<file path="src/rtl/uart_pkg.sv">
// Shared UART definitions: FSM state type, data width, default bit timing.
// Latency: n/a (types and constants only).
// Backpressure: n/a.
// Optional feature macro: UART_RX_PARITY_EN adds the PARITY state.
package uart_pkg;

    localparam int DATA_BITS            = 8;
    localparam int CLKS_PER_BIT_DEFAULT = 434;   // 50 MHz / 115200 baud

    typedef enum logic [2:0] {
        IDLE,
        START,
        DATA,
`ifdef UART_RX_PARITY_EN
        PARITY,
`endif
        STOP,
        WAIT_HIGH
    } uart_state_t;

endpackage

</file>
<file path="src/rtl/uart_sync2.sv">
// Two-flop synchronizer for a single asynchronous input, reset value 1 (idle line).
// Latency: 2 clk cycles from d to q.
// Backpressure: none; free-running.
// Ports: clk, rst (async active-high), d (async input), q (synchronized output).
module uart_sync2 (
    input  logic clk,
    input  logic rst,
    input  logic d,
    output logic q
);

    logic meta;

    always_ff @(posedge clk or posedge rst) begin
        if (rst) begin
            meta <= 1'b1;
            q    <= 1'b1;
        end else begin
            meta <= d;
            q    <= meta;
        end
    end

endmodule

</file>
<file path="src/rtl/uart_rx.sv">
// UART receiver, 8N1 (8E1 when UART_RX_PARITY_EN is defined), mid-bit sampling.
// Latency: rx_valid / rx_frame_err pulse 1 clk after the stop-bit sample cycle.
// Backpressure: none; rx_data holds until the next good frame, pulses are not held.
// Ports: clk, rst (async active-high), fpag_uart_rx (serial in, idle high),
//        rx_data[7:0], rx_valid, rx_frame_err, rx_busy, rx_parity_err (macro only).
// Macro: UART_RX_PARITY_EN enables the even-parity bit and the rx_parity_err port.
module uart_rx
    import uart_pkg::*;
#(
    parameter int unsigned CLKS_PER_BIT = CLKS_PER_BIT_DEFAULT
) (
    input  logic                 clk,
    input  logic                 rst,
    input  logic                 fpag_uart_rx,
    output logic [DATA_BITS-1:0] rx_data,
    output logic                 rx_valid,
    output logic                 rx_frame_err,
    output logic                 rx_busy
`ifdef UART_RX_PARITY_EN
    ,
    output logic                 rx_parity_err
`endif
);

    localparam logic [15:0] HALF_LOAD = 16'(CLKS_PER_BIT / 2 - 1);
    localparam logic [15:0] FULL_LOAD = 16'(CLKS_PER_BIT - 1);
    localparam logic [2:0]  LAST_BIT  = 3'(DATA_BITS - 1);

    uart_state_t          state_q, state_n;
    logic [15:0]          cnt_q, cnt_n;
    logic [2:0]           bit_idx_q, bit_idx_n;
    logic [DATA_BITS-1:0] shift_q, shift_n;
    logic [DATA_BITS-1:0] data_n;
    logic                 valid_n, ferr_n;
    logic                 line_s, line_prev;
    logic [1:0]           settle_q;
    logic                 armed_q;
`ifdef UART_RX_PARITY_EN
    logic                 par_q, par_n, perr_n;
`endif

    uart_sync2 u_sync (
        .clk (clk),
        .rst (rst),
        .d   (fpag_uart_rx),
        .q   (line_s)
    );

    // The synchronizer comes out of reset showing 1 regardless of the real
    // line, so a line held low through reset would look like a falling edge.
    // Start detection is armed only once the synchronizer has flushed and the
    // line has genuinely been seen high.
    always_ff @(posedge clk or posedge rst) begin
        if (rst) begin
            settle_q  <= 2'd0;
            armed_q   <= 1'b0;
            line_prev <= 1'b0;
        end else begin
            if (settle_q != 2'd3) settle_q <= settle_q + 2'd1;
            if (settle_q == 2'd3 && line_s) armed_q <= 1'b1;
            line_prev <= line_s;
        end
    end

    always_ff @(posedge clk or posedge rst) begin
        if (rst) begin
            state_q      <= IDLE;
            cnt_q        <= '0;
            bit_idx_q    <= '0;
            shift_q      <= '0;
            rx_data      <= '0;
            rx_valid     <= 1'b0;
            rx_frame_err <= 1'b0;
`ifdef UART_RX_PARITY_EN
            par_q         <= 1'b0;
            rx_parity_err <= 1'b0;
`endif
        end else begin
            state_q      <= state_n;
            cnt_q        <= cnt_n;
            bit_idx_q    <= bit_idx_n;
            shift_q      <= shift_n;
            rx_data      <= data_n;
            rx_valid     <= valid_n;
            rx_frame_err <= ferr_n;
`ifdef UART_RX_PARITY_EN
            par_q         <= par_n;
            rx_parity_err <= perr_n;
`endif
        end
    end

    always_comb begin
        state_n   = state_q;
        cnt_n     = cnt_q;
        bit_idx_n = bit_idx_q;
        shift_n   = shift_q;
        data_n    = rx_data;
        valid_n   = 1'b0;
        ferr_n    = 1'b0;
`ifdef UART_RX_PARITY_EN
        par_n     = par_q;
        perr_n    = 1'b0;
`endif
        case (state_q)
            IDLE: begin
                if (armed_q && line_prev && !line_s) begin
                    state_n = START;
                    cnt_n   = HALF_LOAD;
                end
            end
            START: begin
                if (cnt_q == 16'd0) begin
                    if (!line_s) begin
                        state_n   = DATA;
                        cnt_n     = FULL_LOAD;
                        bit_idx_n = 3'd0;
                    end else begin
                        // Line went back high before mid start bit: glitch.
                        state_n = IDLE;
                    end
                end else begin
                    cnt_n = cnt_q - 16'd1;
                end
            end
            DATA: begin
                if (cnt_q == 16'd0) begin
                    shift_n = {line_s, shift_q[DATA_BITS-1:1]};
                    cnt_n   = FULL_LOAD;
                    if (bit_idx_q == LAST_BIT) begin
`ifdef UART_RX_PARITY_EN
                        state_n = PARITY;
`else
                        state_n = STOP;
`endif
                    end else begin
                        bit_idx_n = bit_idx_q + 3'd1;
                    end
                end else begin
                    cnt_n = cnt_q - 16'd1;
                end
            end
`ifdef UART_RX_PARITY_EN
            PARITY: begin
                if (cnt_q == 16'd0) begin
                    par_n   = line_s;
                    cnt_n   = FULL_LOAD;
                    state_n = STOP;
                end else begin
                    cnt_n = cnt_q - 16'd1;
                end
            end
`endif
            STOP: begin
                if (cnt_q == 16'd0) begin
                    if (line_s) begin
                        data_n  = shift_q;
                        valid_n = 1'b1;
`ifdef UART_RX_PARITY_EN
                        // Even parity: data bits plus parity bit must XOR to 0.
                        perr_n  = ^{shift_q, par_q};
`endif
                        state_n = IDLE;
                    end else begin
                        ferr_n  = 1'b1;
                        state_n = WAIT_HIGH;
                    end
                end else begin
                    cnt_n = cnt_q - 16'd1;
                end
            end
            WAIT_HIGH: begin
                // Break or stuck-low line: stay here until it recovers.
                if (line_s) state_n = IDLE;
            end
            default: state_n = IDLE;
        endcase
    end

    assign rx_busy = (state_q != IDLE);

endmodule

</file>
<file path="config.mk">
export PLATFORM = sky130hd
export DESIGN_NAME = uart_rx
export DESIGN_NICKNAME = d
export VERILOG_FILES = /design/src/rtl/uart_pkg.sv /design/src/rtl/uart_sync2.sv /design/src/rtl/uart_rx.sv
export SDC_FILE = /design/constraint.sdc
export NUM_CORES = 1
export LEC_CHECK = 0
export BUFFER_PORTS_ARGS = -buffer_cell sky130_fd_sc_hd__buf_2
export CORE_ASPECT_RATIO = 1.5
export CORE_MARGIN = 4
export CORE_UTILIZATION = 59
export DETAILED_ROUTE_END_ITERATION = 7
export GPL_ROUTABILITY_DRIVEN = 0
export GPL_TIMING_DRIVEN = 0
export PLACE_DENSITY = 0.78
export REMOVE_ABC_BUFFERS = 1
export SLEW_MARGIN = 20
export SYNTH_ARGS = -nofsm -noshare
export SYNTH_HDL_FRONTEND = slang
export SYNTH_SLANG_ARGS = --single-unit
</file>
<file path="constraint.sdc">
create_clock -name clk -period 2.5 [get_ports clk]
set_input_delay 0.125 -clock clk [delete_from_list [all_inputs] [get_ports clk]]
set_output_delay 0.125 -clock clk [all_outputs]
set_load 0.005 [all_outputs]
</file>
Yosys cells after proc, flatten, opt, wreduce, memory -nomap -nowiden. Cells that the tools add are included.

Bits in registers: 46. Bits of input ports: 3. Output and inout bits: 11. Word-level logic and storage cells: 72.

Add/sub/neg operators: 3. Equal/unequal tests: 17. Mux-type cells: 26. Reductions and logical operators: 14.

Operators with widths (count): $mux W16 (5); $pmux W16 S4 (1); $mux W3 (11); $ne A2 B2 Y1 const B (9); $logic_not A16 Y1 (1); $sub A16 B1 Y16 const B (1); $pmux W3 S5 (1); $eq A3 B2 Y1 const B (2); $eq A3 B3 Y1 const B (2); $mux W1 (6); $pmux W3 S2 (1); $reduce_and A6 Y1 (1); $reduce_and A5 Y1 (1); $reduce_and A4 Y1 (1); $reduce_bool A4 Y1 (1); $add A3 B1 Y3 const B (1); $eq A3 B1 Y1 const B (1); $logic_and A1 B1 Y1 (3); $logic_not A3 Y1 (1); $ne A3 B3 Y1 const B (1); $reduce_and A3 Y1 (1); $reduce_bool A3 Y1 (1); $add A2 B1 Y2 const B (1); $eq A2 B2 Y1 const B (1); other kinds (5) (5).

Logic depth before layout (Yosys ltp).
Depth in word-level cells: 4. Gate-level depth with buffers: 9.

Modules after synthesis. From an unflattened synthesis, not the netlist that was laid out.

Cell total of the unflattened synthesis: 217. Area total of the unflattened synthesis: 2312.2 sq um.

By module, submodules not included: uart_rx (instances 1, cells each 214, area an instance 2255.9 sq um); uart_sync2 (instances 1, cells each 3, area an instance 56.3 sq um).

Worst setup path before layout. OpenSTA, ideal clock, no wires.

Path type: flip-flop to flip-flop. Start point: reg cnt_q[0]. End point: reg cnt_q[12]. Setup time: 0.104 ns. Arrival: 1.772 ns. Required time: 2.396 ns. Setup slack: 0.624 ns. Stages on the path, launching flop included: 7. Clock period less this slack: 1.876 ns. Cell sequence: dfrtp_1 inv_1 ha_1 nor3b_1 nand3_1 or3_2 o311ai_1.

Longest elaborated chain between the ends: 3. Elaborated cells on any way between the ends: 9. Classes of those cells: 1 x add/sub; 2 x eq/ne; 4 x mux; 2 x reduce/logical.

RTL lines: from (decl) (line uart_rx.sv:30) `logic [15:0] cnt_q, cnt_n;`; from (signal assigned) (line uart_rx.sv:80) `cnt_q <= cnt_n;`; $sub A16 B1 Y16 or $logic_not A16 Y1 (tied branches); $mux W16 (tied with other cells) (line uart_rx.sv:155) `if (cnt_q == 16'd0) begin`; $pmux W16 S4 or $reduce_and A4 Y1 (tied branches).

Several ways; a longest one is shown, not always the timed one. The select of a mux whose other input is x is not followed. A chain may end at the register's enable or synchronous reset.

Worst setup path after layout. Ends and elaborated chain as after synthesis.

==> impl_metrics.yaml <==
global_route:
  grt_pass1_vias: 1664
  grt.overflow.total: 0
  grt_pass1_wl_um: 7360
  grt_max_degree: 38
  gr-usage-all-layers_pct: 19.6
  antenna_found_initial: 0
pwr:
  p_leak_nw: 1.11
  combPwrFrac_pct: 22.0
  seq_power_share_pct: 51.3
  finalPower_mw: 1.99
  power-per-cell-area_nw_per_um2: 811
  clkPwrFrac_pct: 26.8
  internal_power_mw: 1.34
  ir_drop_v: 0.000615
  p_switching_mw: 0.644
  swShare_pct: 32.4
place:
  dp_hpwl_um: 3100
  port_buffers: 13
  place_area_um2: 2310
routing:
  postRouteAntennaNets: 0
  wl_per_cell_um: 16.3
  wirelength_um: 4230
  drcViolationCount: 0
  via_per_inst: 6.08
  drtIter0Drc: 104
  route.vias.total: 1581
  detail_route.first_pass.iterations: 4
synthesis:
  synth_cells: 203
  synth_fa_ha_area_share_pct: 2.82
  synthArstFlopShare_pct: 100
  synth_xor_area_share_pct: 0.791
  ys_seq_area_share_pct: 52.1
  synth_top_family_by_area: "simple AND/OR/NAND/NOR gates"
  yosys_most_used_dff: "dfrtp_1"
  syn_area_um2: 2210
  synth_area_per_cell_um2: 10.9
  synthMuxAreaShare_pct: 8.64
  yosysWarnings: 0
  synthDistinctLibCells: 51
  synth-compound-area-share_pct: 13.8
  ys_ff_latch: 46
  yosys.area_share.simple_pct: 18.1
  synth-edff-count: 0
clock_tree:
  clk_latency_ns: 0.29
  cts_inserted_buffers: 5
  ctsRootBufferMaster: "clkbuf_8"
  clk_pin_slew_ns: 0.08
  clock_path_buffers: 2
  cts_tree: "yes"
  cts_max_level: 2
  cts.repair_timing.setup_buffer_count: 0
  cts_sinks: 46
timing:
  slew_headroom_pct: 61.3
  finalMaxSlewViolations: 0
  hold_ws_ns: 0.308
  min_period_ns: 2.33
  clock.fmax_mhz: 429
  rsz0062_at_grt: "no"
  hold_viol_final: 0
  min_period_over_period_pct: 93.3
  worstMarginPinSlew_ns: 0.580
  skew_ns: 0.00752
  setup_viol: 0
setup_path:
  critPathMaxStageDelay_ns: 0.48
  cp_cell_sequence: "inv_1 -> ha_1 -> nor3b_1 -> nand3_1 -> or3_2 -> o311ai_1"
  required_ns: 2.68
  cp_max_fo: 5
  cp-start-kind: "flop"
  reg2reg_depth: 6
  r2r-end: "cnt_q[12]$_DFFE_PP0P_"
  endpoint_kind: "flop"
  arrival_ns: 2.52
  slowest_stage: "or3_2"
  worst-r2r-setup-slack_ns: 0.17
  rr_startpoint: "cnt_q[0]$_DFFE_PP0P_"
  worstSetupPathType: "reg -> reg"
finish:
  postLayoutCellArea_um2: 2450
  syn_to_final_growth_pct: 10.6
  fin_nets: 224
  antennaDiodeCount: 0
  layout-drive-gt1-share_pct: 24.4
  post-route-util_pct: 67.1
floorplanning:
  design.die.area_um2: 4820
  rows: 27
  die_h_um: 83.0
  die_w_um: 58.0
  ios: 14
  core_area_um2: 3650
  initial_core_util_pct: 60.7
outcome:
  status: "finished clean"
flow_run:
  max_cap_viol_count: 0
worst_hold_path:
  hp-class: "in -> async"
-- registers in the layout, indices dropped and copies added, names as in the netlist --
name	flops
rx_frame_err	1
settle_q	2
u_sync.q	1
state_q	3
u_sync.meta	1
rx_valid	1
armed_q	1
bit_idx_q	3
shift_q	8
cnt_q	16
line_prev	1
rx_data	8
-- synth_stat cells, types with 3 or more instances --
master	number	share of area, %
nand3_1	9	2.0
o22ai_1	3	0.85
dfrtp_1	44	50
nor2_1	10	1.7
nor3b_1	3	1.0
nand2_1	19	3.2
or3_1	3	0.85
inv_1	9	1.5
o22a_1	4	1.6
clkbuf_1	4	0.68
buf_2	5	1.1
ha_1	5	2.8
a21oi_1	14	3.2
mux2_2	17	8.6
o21ai_0	6	1.4
-- power by group through the flow --
stage          combinational, mW  sequential [mW]  clock [mW]
6_report                   0.437             1.02       0.532
4_1_cts                    0.436             1.01       0.550
2_1_floorplan              0.338            0.986           0
5_1_grt                    0.483             1.04       0.581
3_3_place_gp               0.394             1.01           0
3_5_place_dp               0.430             1.03           0
-- worst max-delay path by stage --
stage	startpoint	end	slack (ns)	cells after the start
2_1_floorplan	cnt_q[0]$_DFFE_PP0P_	cnt_q[5]$_DFFE_PP0P_	0.29	7
3_3_place_gp	cnt_q[0]$_DFFE_PP0P_	cnt_q[4]$_DFFE_PP0P_	-0.19	7
3_5_place_dp	cnt_q[0]$_DFFE_PP0P_	cnt_q[4]$_DFFE_PP0P_	-0.0007	7
4_1_cts	cnt_q[0]$_DFFE_PP0P_	cnt_q[4]$_DFFE_PP0P_	0.04	7
5_1_grt	cnt_q[0]$_DFFE_PP0P_	bit_idx_q[2]$_DFFE_PP0P_	0.009	7
6_report	cnt_q[0]$_DFFE_PP0P_	cnt_q[12]$_DFFE_PP0P_	0.17	6
-- what timing repair did --
action	CTS	global route
endpoints found under the setup margin	4	13
resized for setup	1	1
endpoints found under the hold margin	10	0
gates cloned	0	0
hold buffers	2	0
-- worst max-delay path: cells and delay by family, from the launching register on --
family | cells | cell delay (ns)
adders and majority gates | 1 | 0.24
DFF | 1 | 0.42
and+or+nand+nor | 3 | 1.16
AOI/OAI and AO/OA | 1 | 0.26
buffers and inverters | 1 | 0.15
-- layer usage --
metal,wire length [µm],GRT usage [%]
met4,80,12.2
met2,2300,32.7
met1,1700,21.5
met3,149,4.82
met5,0,0
-- metrics by stage --
step | setup TNS (ns) | instances | setup slack (ns)
after global placement | -1.96 | 249 | -0.192
final | 0 | 260 | 0.166
after detailed placement | -0.000677 | 250 | -0.000677
after floorplan | 0 | 193 | 0.292
after global routing | 0 | 260 | 0.00905
after CTS | 0 | 260 | 0.0430
-- cell usage in the layout (no fill, tap or decap), drive strengths merged, types with 2 or more instances in the layout --
cell type and n:
dfstp 2, nand3b 2, mux2 17, a22oi 3, o21ai 8, inv 9, clkbuf 7, or2 3
nor3 3, nor3b 3, a21oi 14, dlygate4sd3 2, nand2b 2, o311ai 3, and4 2, nand3 9
nor2 10, dfrtp 44, o31ai 2, buf 14, ha 5, nor4b 2, or4 2, nand2 20
o22a 4, xnor2 2, o22ai 3, nor4 3, or3 4
-- cells by family (layout without fill, tap and decap cells) --
kind of cell    Yosys count  in the layout
buf+inv                  19             33
simple gates             69             69
compound gates           45             45
xor+xnor                  2              2
flops                    46             46
fa+ha+maj                 5              5
mux                      17             17
-- area by class of cell --
class | instances | area, µm²
Timing Repair Buffer | 16 | 105
Multi-Input combinational cell | 138 | 997
Clock inverter | 1 | 30.0
Sequential cell | 46 | 1150
Clock buffer | 7 | 76.3
Fill cell | 280 | 1200
Tap cell | 43 | 53.8
Inverter | 9 | 33.8
Note: power is estimated with default switching activity, not from simulation.
